File: config.mk
export PLATFORM = sky130hd
export DESIGN_NAME = wb_led_sequencer
export DESIGN_NICKNAME = d
export VERILOG_FILES = /design/src/rtl/wb_led_sequencer_pkg.sv /design/src/rtl/seq_button_filter.sv /design/src/rtl/wb_led_sequencer.sv
export SDC_FILE = /design/constraint.sdc
export NUM_CORES = 1
export LEC_CHECK = 0
export CAP_MARGIN = 20
export CORE_MARGIN = 5
export CORE_UTILIZATION = 42
export CTS_CLUSTER_DIAMETER = 120
export DETAILED_ROUTE_END_ITERATION = 10
export PLACE_DENSITY = 0.68
export SLEW_MARGIN = 10
export SYNTH_ARGS = -nofsm -noshare
export SYNTH_HDL_FRONTEND = slang
export SYNTH_SLANG_ARGS = --single-unit
File: constraint.sdc
create_clock -name clk -period 2.47 [get_ports clk]
set_input_delay 0.247 -clock clk [delete_from_list [all_inputs] [get_ports clk]]
set_output_delay 0.247 -clock clk [all_outputs]
set_load 0.02 [all_outputs]
File: src/rtl/wb_led_sequencer_pkg.sv
// Shared types for the LED sequencer: pattern mode encodings and bus FSM states.
package wb_led_sequencer_pkg;

  typedef enum logic [1:0] {
    MODE_WALK   = 2'd0,
    MODE_COUNT  = 2'd1,
    MODE_BOUNCE = 2'd2,
    MODE_TOGGLE = 2'd3
  } mode_e;

  typedef enum logic [1:0] {
    IDLE = 2'd0,
    REQ  = 2'd1,
    WAIT = 2'd2
  } state_e;

endpackage

File: src/rtl/seq_button_filter.sv
// Button conditioning: 2-flop synchronizer, optional debounce, rising-edge press pulse.
// Debounce filter is built only when SEQ_DEBOUNCE_EN is defined.
module seq_button_filter #(
  parameter logic [15:0] DEBOUNCE_CYCLES = 16'd50000
) (
  input  logic clk_i,
  input  logic rst_i,
  input  logic button_i,
  output logic press_o
);

`ifdef SEQ_DEBOUNCE_EN
  localparam bit DebounceEn = 1'b1;
`else
  localparam bit DebounceEn = 1'b0;
`endif

  logic sync1_q, sync2_q;

  always_ff @(posedge clk_i) begin
    if (rst_i) begin
      sync1_q <= 1'b0;
      sync2_q <= 1'b0;
    end else begin
      sync1_q <= button_i;
      sync2_q <= sync1_q;
    end
  end

  // A zero cycle count degenerates to the plain edge detector.
  if (DebounceEn && (DEBOUNCE_CYCLES != 16'd0)) begin : g_debounce
    logic [15:0] stable_q, stable_d;
    logic        filt_q, filt_d;
    logic        prev_q;

    always_comb begin
      stable_d = stable_q;
      filt_d   = filt_q;
      if (sync2_q == filt_q) begin
        stable_d = '0;
      end else if (stable_q == DEBOUNCE_CYCLES - 16'd1) begin
        filt_d   = sync2_q;
        stable_d = '0;
      end else begin
        stable_d = stable_q + 16'd1;
      end
    end

    always_ff @(posedge clk_i) begin
      if (rst_i) begin
        stable_q <= '0;
        filt_q   <= 1'b0;
        prev_q   <= 1'b0;
      end else begin
        stable_q <= stable_d;
        filt_q   <= filt_d;
        prev_q   <= filt_q;
      end
    end

    assign press_o = filt_q & ~prev_q;
  end else begin : g_plain
    logic prev_q;

    always_ff @(posedge clk_i) begin
      if (rst_i) prev_q <= 1'b0;
      else       prev_q <= sync2_q;
    end

    assign press_o = sync2_q & ~prev_q;
  end

endmodule

File: src/rtl/wb_led_sequencer.sv
// Wishbone classic master that periodically writes LED animation patterns.
// Optional button debounce is enabled with SEQ_DEBOUNCE_EN.
module wb_led_sequencer
  import wb_led_sequencer_pkg::*;
#(
  parameter int unsigned LED_BITS        = 12,
  parameter int unsigned PERIOD_W        = 24,
  parameter logic [31:0] LED_ADDR        = 32'h3000_0000,
  parameter int unsigned TIMEOUT         = 255,
  parameter logic [15:0] DEBOUNCE_CYCLES = 16'd50000
) (
  input  logic                clk,
  input  logic                reset,
  input  logic                i_start,
  input  logic                i_stop,
  input  logic                i_button,
  input  logic [1:0]          i_mode,
  input  logic [PERIOD_W-1:0] i_period,
  output logic                o_wb_cyc,
  output logic                o_wb_stb,
  output logic                o_wb_we,
  output logic [31:0]         o_wb_addr,
  output logic [31:0]         o_wb_data,
  input  logic                i_wb_ack,
  output logic                o_running,
  output logic                o_err,
  output logic [LED_BITS-1:0] o_last
);

  localparam int unsigned TW = (TIMEOUT > 1) ? $clog2(TIMEOUT) : 1;
  localparam logic [TW-1:0] TMO_LAST = TW'(TIMEOUT - 1);
  localparam logic [LED_BITS-1:0] PAT_ALT = LED_BITS'({LED_BITS{2'b01}});

  state_e              state_q, state_d;
  mode_e               mode_q, mode_d;
  logic [LED_BITS-1:0] pat_q, pat_d, pat_nxt, pat_init;
  logic                dir_up_q, dir_up_d, dir_nxt;
  logic [PERIOD_W-1:0] cnt_q, cnt_d, period_m1;
  logic [TW-1:0]       tmo_q, tmo_d;
  logic                pend_q, pend_d;
  logic                err_q, err_d;
  logic [LED_BITS-1:0] last_q, last_d;
  logic                press;
  logic                stop_ev;

  seq_button_filter #(
    .DEBOUNCE_CYCLES(DEBOUNCE_CYCLES)
  ) u_button (
    .clk_i   (clk),
    .rst_i   (reset),
    .button_i(i_button),
    .press_o (press)
  );

  assign stop_ev   = i_stop || (press && (state_q != IDLE));
  assign period_m1 = (i_period == '0) ? '0 : i_period - PERIOD_W'(1);

  always_comb begin
    unique case (mode_e'(i_mode))
      MODE_COUNT:  pat_init = '0;
      MODE_TOGGLE: pat_init = PAT_ALT;
      default:     pat_init = LED_BITS'(1);
    endcase
  end

  // Bounce keeps a direction bit so the end positions are not repeated.
  always_comb begin
    pat_nxt = pat_q;
    dir_nxt = dir_up_q;
    unique case (mode_q)
      MODE_WALK:   pat_nxt = {pat_q[LED_BITS-2:0], pat_q[LED_BITS-1]};
      MODE_COUNT:  pat_nxt = pat_q + LED_BITS'(1);
      MODE_BOUNCE: begin
        if (dir_up_q) begin
          if (pat_q[LED_BITS-1]) begin
            pat_nxt = pat_q >> 1;
            dir_nxt = 1'b0;
          end else begin
            pat_nxt = pat_q << 1;
          end
        end else if (pat_q[0]) begin
          pat_nxt = pat_q << 1;
          dir_nxt = 1'b1;
        end else begin
          pat_nxt = pat_q >> 1;
        end
      end
      MODE_TOGGLE: pat_nxt = ~pat_q;
    endcase
  end

  always_comb begin
    state_d  = state_q;
    mode_d   = mode_q;
    pat_d    = pat_q;
    dir_up_d = dir_up_q;
    cnt_d    = cnt_q;
    tmo_d    = tmo_q;
    pend_d   = pend_q;
    err_d    = err_q;
    last_d   = last_q;
    unique case (state_q)
      IDLE: begin
        if ((i_start || press) && !i_stop) begin
          mode_d   = mode_e'(i_mode);
          pat_d    = pat_init;
          dir_up_d = 1'b1;
          tmo_d    = '0;
          pend_d   = 1'b0;
          err_d    = 1'b0;
          state_d  = REQ;
        end
      end
      REQ: begin
        if (i_wb_ack) begin
          last_d   = pat_q;
          pat_d    = pat_nxt;
          dir_up_d = dir_nxt;
          if (pend_q || stop_ev) begin
            pend_d  = 1'b0;
            state_d = IDLE;
          end else begin
            cnt_d   = period_m1;
            state_d = WAIT;
          end
        end else if (tmo_q == TMO_LAST) begin
          err_d   = 1'b1;
          pend_d  = 1'b0;
          state_d = IDLE;
        end else begin
          tmo_d = tmo_q + TW'(1);
          if (stop_ev) pend_d = 1'b1;
        end
      end
      WAIT: begin
        if (stop_ev) begin
          state_d = IDLE;
        end else if (i_start) begin
          mode_d   = mode_e'(i_mode);
          pat_d    = pat_init;
          dir_up_d = 1'b1;
          tmo_d    = '0;
          state_d  = REQ;
        end else if (cnt_q == '0) begin
          tmo_d   = '0;
          state_d = REQ;
        end else begin
          cnt_d = cnt_q - PERIOD_W'(1);
        end
      end
      default: state_d = IDLE;
    endcase
  end

  always_ff @(posedge clk) begin
    if (reset) begin
      state_q  <= IDLE;
      mode_q   <= MODE_WALK;
      pat_q    <= '0;
      dir_up_q <= 1'b1;
      cnt_q    <= '0;
      tmo_q    <= '0;
      pend_q   <= 1'b0;
      err_q    <= 1'b0;
      last_q   <= '0;
    end else begin
      state_q  <= state_d;
      mode_q   <= mode_d;
      pat_q    <= pat_d;
      dir_up_q <= dir_up_d;
      cnt_q    <= cnt_d;
      tmo_q    <= tmo_d;
      pend_q   <= pend_d;
      err_q    <= err_d;
      last_q   <= last_d;
    end
  end

  assign o_wb_cyc  = (state_q == REQ);
  assign o_wb_stb  = o_wb_cyc;
  assign o_wb_we   = o_wb_cyc;
  assign o_wb_addr = o_wb_cyc ? LED_ADDR : '0;
  assign o_wb_data = 32'(pat_q);
  assign o_running = (state_q != IDLE);
  assign o_err     = err_q;
  assign o_last    = last_q;

endmodule
==> reports/results.ini, run 1 <==
[status]
status = completed

[clocking]
clkSlewWorstSetupHoldPaths_ns = 0.06
post_cts_buffers = 0
hold_buffers = 0
cts_resized = 0
clk_latency_ns = 0.34
root_buffer = clkbuf_16
numCtsBuffers = 9
htree_levels = 3
clock-sinks = 66
cts_tree = built
clock_path_buffers = 2

[yosys]
synthCells = 640
synth_edf_count = 0
yosysTopAreaCell = dfxtp_1
synth.top_cell.area_share_pct = 26.0
synth_ff_type = dfxtp_1
synth_area_leaders = dfxtp_1 26%, buf_4 8.1%, a21oi_1 4.9%
ys_seq_area_share_pct = 26.0
postSynthAreaPerCell_um2 = 7.94
yosysWarnings = 0
ys_ff_latch = 66
synth_cell_types = 79
ys_async_sr_fraction_pct = 0
synthesis.area_um2 = 5080

[worst_setup_path]
r2r-start = cnt_q[0]
worstReg2RegEnd = tmo_q[1]
cp_data_arrival_time_ns = 2.59
crit_type = reg -> reg
worstSetupStartpointType = flop
ff2ff_path_depth = 7
path_cells = inv_1 > ha_1 > nor4b_1 > and4_1 > a21oi_1 > or4_1 > a21oi_1
worst_path_most_repeated_cell = a21oi_1
critPathTopFamily = simple AND/OR/NAND/NOR gates
cp_max_fo = 5
slowest_stage = and4_1
cpPeakStageDelay_ns = 0.47
cp-end-kind = flop
critPathBufInv = 1
worstPathRequired_ns = 2.74
ff2ff_setup_slack_ns = 0.14

[die]
core_area_um2 = 11900
die_x_um = 120
die_area_um2 = 14400
initial_core_util_pct = 42.7
pin_count = 113
fp-row-count = 40
fp.dieH_um = 120

[sta]
slew_headroom_pct = 53.2
min_period_ns = 2.33
hold_slack_ns = 0.330
drv_slew = 0
finalWorstSetupSlack_ns = 0.144
min_period_over_period_pct = 94.2
rsz0062_at_grt = no
hold_viol = 0
setup_viol = 0
worstMarginPinSlew_ns = 0.702
fmax_ghz = 0.430
finalClockSkew_ns = 0.0114
tns_ns = 0

[route]
via_per_inst = 5.69
postRouteAntennaNets = 0
wire_per_inst_um = 15.7
first_pass_iters = 5
drt-initial-drc-count = 483
drt-total-wl_um = 13600
drc = 0
num_vias = 4927

[cells_and_area]
post-route-util_pct = 51.5
drive_gt1_share_pct = 14.3
final_nets = 754
diodes = 0
final_cells = 866
synthToLayoutAreaGrowth_pct = 20.7

[place]
hpwl_um = 9800
gp_congestion = 0.856
dpl.cell_count = 850
io_buffers = 62
pre_cts_ws_ns = 0.0745

[hold_path]
hp-class = in -> reg
min_to = tmo_q[7]
min_path_cells = 4
min-delay-start = reset

[global_route]
grt_max_degree = 69
overflow = 0
grt_usage_pct = 18.1
grt_pass1_wl_um = 21900
antenna_found_initial = 0
grt_pass1_vias = 4594

[flow_run]
cap_violations = 0

[power_and_ir_drop]
p_leak_nw = 2.29
powerDensity_nw_per_um2 = 511
ir_drop_mv = 0.312

[cells by family (layout without fill, tap and decap cells)]
group | count (synthesis) | after routing | synth area share [%]
muxes | 13 | 13 | 2.66
AOI/OAI and AO/OA | 186 | 186 | 25.0
other | 1 | 50 | 0.0738
buffers and inverters | 115 | 145 | 13.3
xor gates and xnor gates | 23 | 23 | 3.96
adders and majority gates | 8 | 8 | 1.97
DFF | 66 | 66 | 26.0
and+or+nand+nor | 228 | 228 | 27.1
[flip-flops by register name, summed over array words and instances (netlist names)]
name	cells
o_err	1
cnt_q	24
dir_up_q	1
pend_q	1
u_button.g_plain.prev_q	1
tmo_q	8
o_last	12
u_button.sync2_q	1
mode_q	2
u_button.sync1_q	1
pat_q	12
state_q	2
[where the power goes]
part | internal, mW | switching, mW
logic | 0.266 | 0.419
clock network | 0.808 | 0.497
registers | 1.09 | 0.0490
[cells in the mapped netlist (4+ instances only)]
master and number:
mux2i_1 9, nor2b_1 13, xnor2_1 18, nor3_1 16, ha_1 8, inv_1 19
buf_2 5, or4_1 4, nand2b_1 12, o211ai_1 8, a41oi_1 6, buf_1 4
nand3_1 17, nand3b_1 4, a221oi_1 4, xor2_1 5, o22ai_1 7, nand4_1 13
o21a_1 4, mux2_2 4, a31oi_1 22, nand2_1 47, and4_1 5, and3_1 7
o21ai_0 19, or3_1 8, a21oi_1 50, buf_4 55, o31a_1 6, dfxtp_1 66
o21ai_1 13, buf_6 4, a211oi_1 9, nor4_1 12, clkbuf_1 26, nor2_1 35
[stage by stage]
step	cell area [µm²]	total power, mW
final	6130	3.13
after global routing	6130	3.27
after global placement	5830	1.83
after floorplan	5270	1.66
after CTS	6130	3.15
after detailed placement	5830	1.84
[worst reg2reg max path, delay by kind of cell, from the launching register on]
kind / cells / cell delay (ns)
DFF: 1 / 0.34
and+or+nand+nor: 3 / 1.30
adders and majority gates: 1 / 0.18
buffers and inverters: 1 / 0.13
AOI/OAI and AO/OA: 2 / 0.31
[final cells by class]
type	instances	area (µm²)
Fill cell	1152	5780
Timing Repair Buffer	108	973
Clock buffer	10	239
Tap cell	147	184
Clock inverter	6	66.3
Multi-Input combinational cell	508	3270
Inverter	21	80.1
Sequential cell	66	1320
[cell usage in the layout, fill, tap and decap left out, types with 12 or more instances in the layout]
master	n
a21oi_1	50
nand3_1	17
nor2_1	35
o21ai_0	19
nor4_1	12
xnor2_1	18
inv_1	19
buf_4	45
dfxtp_1	66
nand4_1	13
o21ai_1	13
nand2b_1	12
clkdlybuf4s50_1	61
nor2b_1	13
a31oi_1	22
nand2_1	47
nor3_1	16
conb_1	50
[metal layers]
layer	wire length, µm	vias up	global-route usage, %
met4	141	0	4.08
met5	0	-	0
met2	6580	201	30.7
li1	-	2407	-
met3	818	16	3.30
met1	6060	2303	23.8
[worst max-delay path by stage]
stage | startpoint | end | slack [ns] | cells past startpoint
CTS | cnt_q[0] | cnt_q[5] | 0.15 | 7
floorplan | cnt_q[0] | cnt_q[18] | 0.56 | 8
global placement | i_wb_ack | cnt_q[0] | 0.13 | 6
finish | cnt_q[0] | tmo_q[1] | 0.14 | 7
global route | cnt_q[0] | cnt_q[5] | 0.05 | 7
detailed placement | i_period[1] | cnt_q[9] | 0.07 | 9
Note: power is estimated with default switching activity, not from simulation.
==> inputs of run 2 (changes only) <==
--- a/config.mk
+++ b/config.mk
@@ -10,7 +10,7 @@
 export CORE_UTILIZATION = 42
 export CTS_CLUSTER_DIAMETER = 120
 export DETAILED_ROUTE_END_ITERATION = 10
-export PLACE_DENSITY = 0.68
+export PLACE_DENSITY = 0.71
 export SLEW_MARGIN = 10
 export SYNTH_ARGS = -nofsm -noshare
 export SYNTH_HDL_FRONTEND = slang
==> constraint.sdc (replaced) <==
create_clock -name clk -period 1.9 [get_ports clk]
set_input_delay 0.19 -clock clk [delete_from_list [all_inputs] [get_ports clk]]
set_output_delay 0.19 -clock clk [all_outputs]
set_load 0.02 [all_outputs]
==> run 2 against run 1 <==
  * Highest routed layer unchanged
  * Via count rose by 10%
  * Critical path type unchanged
  * Register-to-register slack lost 0.19 ns
  * The run now ends with negative setup slack left
  * Critical endpoint is now cnt_q[13]
  * Routed wire length up 16%
  * Clock-buffer cell count is 1 lower
==> reports/results.ini, run 2 (same netlist as run 1, synthesis figures left out) <==
[status]
status = finished with violations
violations = negative setup slack

[clocking]
root_buffer = clkbuf_16
htree_levels = 3  ; unchanged
numCtsBuffers = 9  ; unchanged
clkSlewWorstSetupHoldPaths_ns = 0.06  ; about the same
clock-sinks = 66  ; unchanged
cts_tree = built
hold_buffers = 0  ; unchanged
clock_path_buffers = 2  ; unchanged
clk_latency_ns = 0.34  ; about the same

[power_and_ir_drop]
finalPower_mw = 4.43  ; +42%
powerDensity_nw_per_um2 = 631  ; +24%
ir_drop_mv = 0.459  ; +47%
p_leak_nw = 2.83  ; +23%

[worst_setup_path]
crit_type = reg -> reg
cp_max_fo = 7  ; +2
worstPathRequired_ns = 2.15  ; -0.59 ns
cp-end-kind = flop
cp_data_arrival_time_ns = 2.19  ; -0.40 ns
worstSetupStartpointType = flop

[place]
gp_congestion = 0.875  ; +2.2%
hpwl_um = 10700  ; +9.4%
io_buffers = 62  ; unchanged

[route]
wire_per_inst_um = 16.7  ; +6.6%
drt-initial-drc-count = 623  ; +29%
via_per_inst = 5.76  ; +1.3%
postRouteAntennaNets = 0  ; unchanged
first_pass_iters = 5  ; unchanged
drc = 0  ; unchanged
drt-total-wl_um = 15800  ; +16%
num_vias = 5438  ; +10%

[die]
die_x_um = 120  ; unchanged
die_area_um2 = 14400  ; unchanged
fp.dieH_um = 120  ; unchanged
fp-row-count = 40  ; unchanged
core_area_um2 = 11900  ; unchanged
initial_core_util_pct = 42.7  ; unchanged
pin_count = 113  ; unchanged

[sta]
finalWorstSetupSlack_ns = -0.0423  ; -0.186 ns
setup_viol = 5  ; +5
min_period_ns = 1.94  ; -0.384 ns
min_period_over_period_pct = 102  ; +8.0 points
hold_slack_ns = 0.107  ; -0.223 ns
finalClockSkew_ns = 0.00771  ; -0.00371 ns
drv_slew = 0  ; unchanged
fmax_ghz = 0.515  ; +20%
hold_viol = 0  ; unchanged
rsz0062_at_grt = yes

[cells_and_area]
final_nets = 832  ; +10%
diodes = 0  ; unchanged
synthToLayoutAreaGrowth_pct = 38.3
drive_gt1_share_pct = 28.6  ; +14 points
top_register = cnt_q
largest_register_ffs = 24  ; unchanged
layout_commonest_cell = buf_4
mostFrequentLayoutCells = 114 x buf_4, 61 x dfxtp_1, 50 x conb_1

[global_route]
grt_usage_pct = 20.3  ; +2.2 points
grt_max_degree = 29  ; -58%
antenna_found_initial = 0  ; unchanged
overflow = 0  ; unchanged
grt_pass1_wl_um = 24500  ; +12%
grt_pass1_vias = 5176  ; +13%

[hold_path]
hp-class = in -> reg

[flow_run]
cap_violations = 0  ; unchanged

run 2: cell type report:
class                   instances  area (µm²)
clock buffers                   9         225
clock inverters                 7        93.8
fillers                      1044        4890
inverters                      21        81.3
multi-input cells             512        3570
flip-flops and latches         66        1330
well taps                     147         184
repair buffers                182        1550
run 2: report_power, final:
group,internal (mW),switching [mW]
sequential,1.42,0.0429
combinational,0.520,0.662
clock,1.14,0.641
run 2: worst paths after layout:
check,from,end,slack [ns],depth (start not counted)
setup / recovery,cnt_q[0],cnt_q[13],-0.04,9
hold reg to reg,u_button.sync1_q,u_button.sync2_q,0.43,1
setup reg to reg,cnt_q[0],cnt_q[13],-0.04,9
hold / removal,reset,u_button.sync2_q,0.11,2
run 2: per-stage QoR:
stage | area, µm² | instances | setup slack, ns | utilization, % | TNS (ns)
2_1_floorplan | 5270 | 689 | 0.0278 | - | 0
3_3_place_gp | 6270 | 911 | -0.394 | 52.7 | -7.58
3_5_place_dp | 6270 | 911 | -0.532 | 52.7 | -10.68
4_1_cts | 6780 | 937 | 0.00423 | 56.9 | 0
5_1_grt | 7030 | 944 | -0.0754 | 59.0 | -0.497
6_report | 7030 | 944 | -0.0423 | 59.0 | -0.102
run 2: metal layers:
metal / track usage [%] / up-vias / part of all wire [%]
met5: 0 / - / 0
met4: 7.59 / 0 / 2.6
met3: 3.58 / 41 / 7.3
met2: 36.2 / 266 / 51
met1: 24.2 / 2544 / 39
li1: - / 2587 / -
run 2: worst max-delay path, cell delays in order, from the launching register on:
cell and delay (ns):
dfxtp_2 0.32, inv_2 0.09, ha_4 0.15, nor4b_4 0.25, and4_1 0.26, buf_6 0.15, buf_6 0.12, a211o_4 0.21
a21oi_2 0.05, o32ai_2 0.26
run 2: what timing repair did:
| action | 4_1_cts | 5_1_grt |
|---|---|---|
| endpoints found under the hold margin | 0 | 0 |
| setup buffers | 7 | 7 |
| pin swaps | 13 | 30 |
| gates cloned | 4 | 0 |
| setup endpoints to repair | 38 | 32 |
| resized for setup | 34 | 48 |
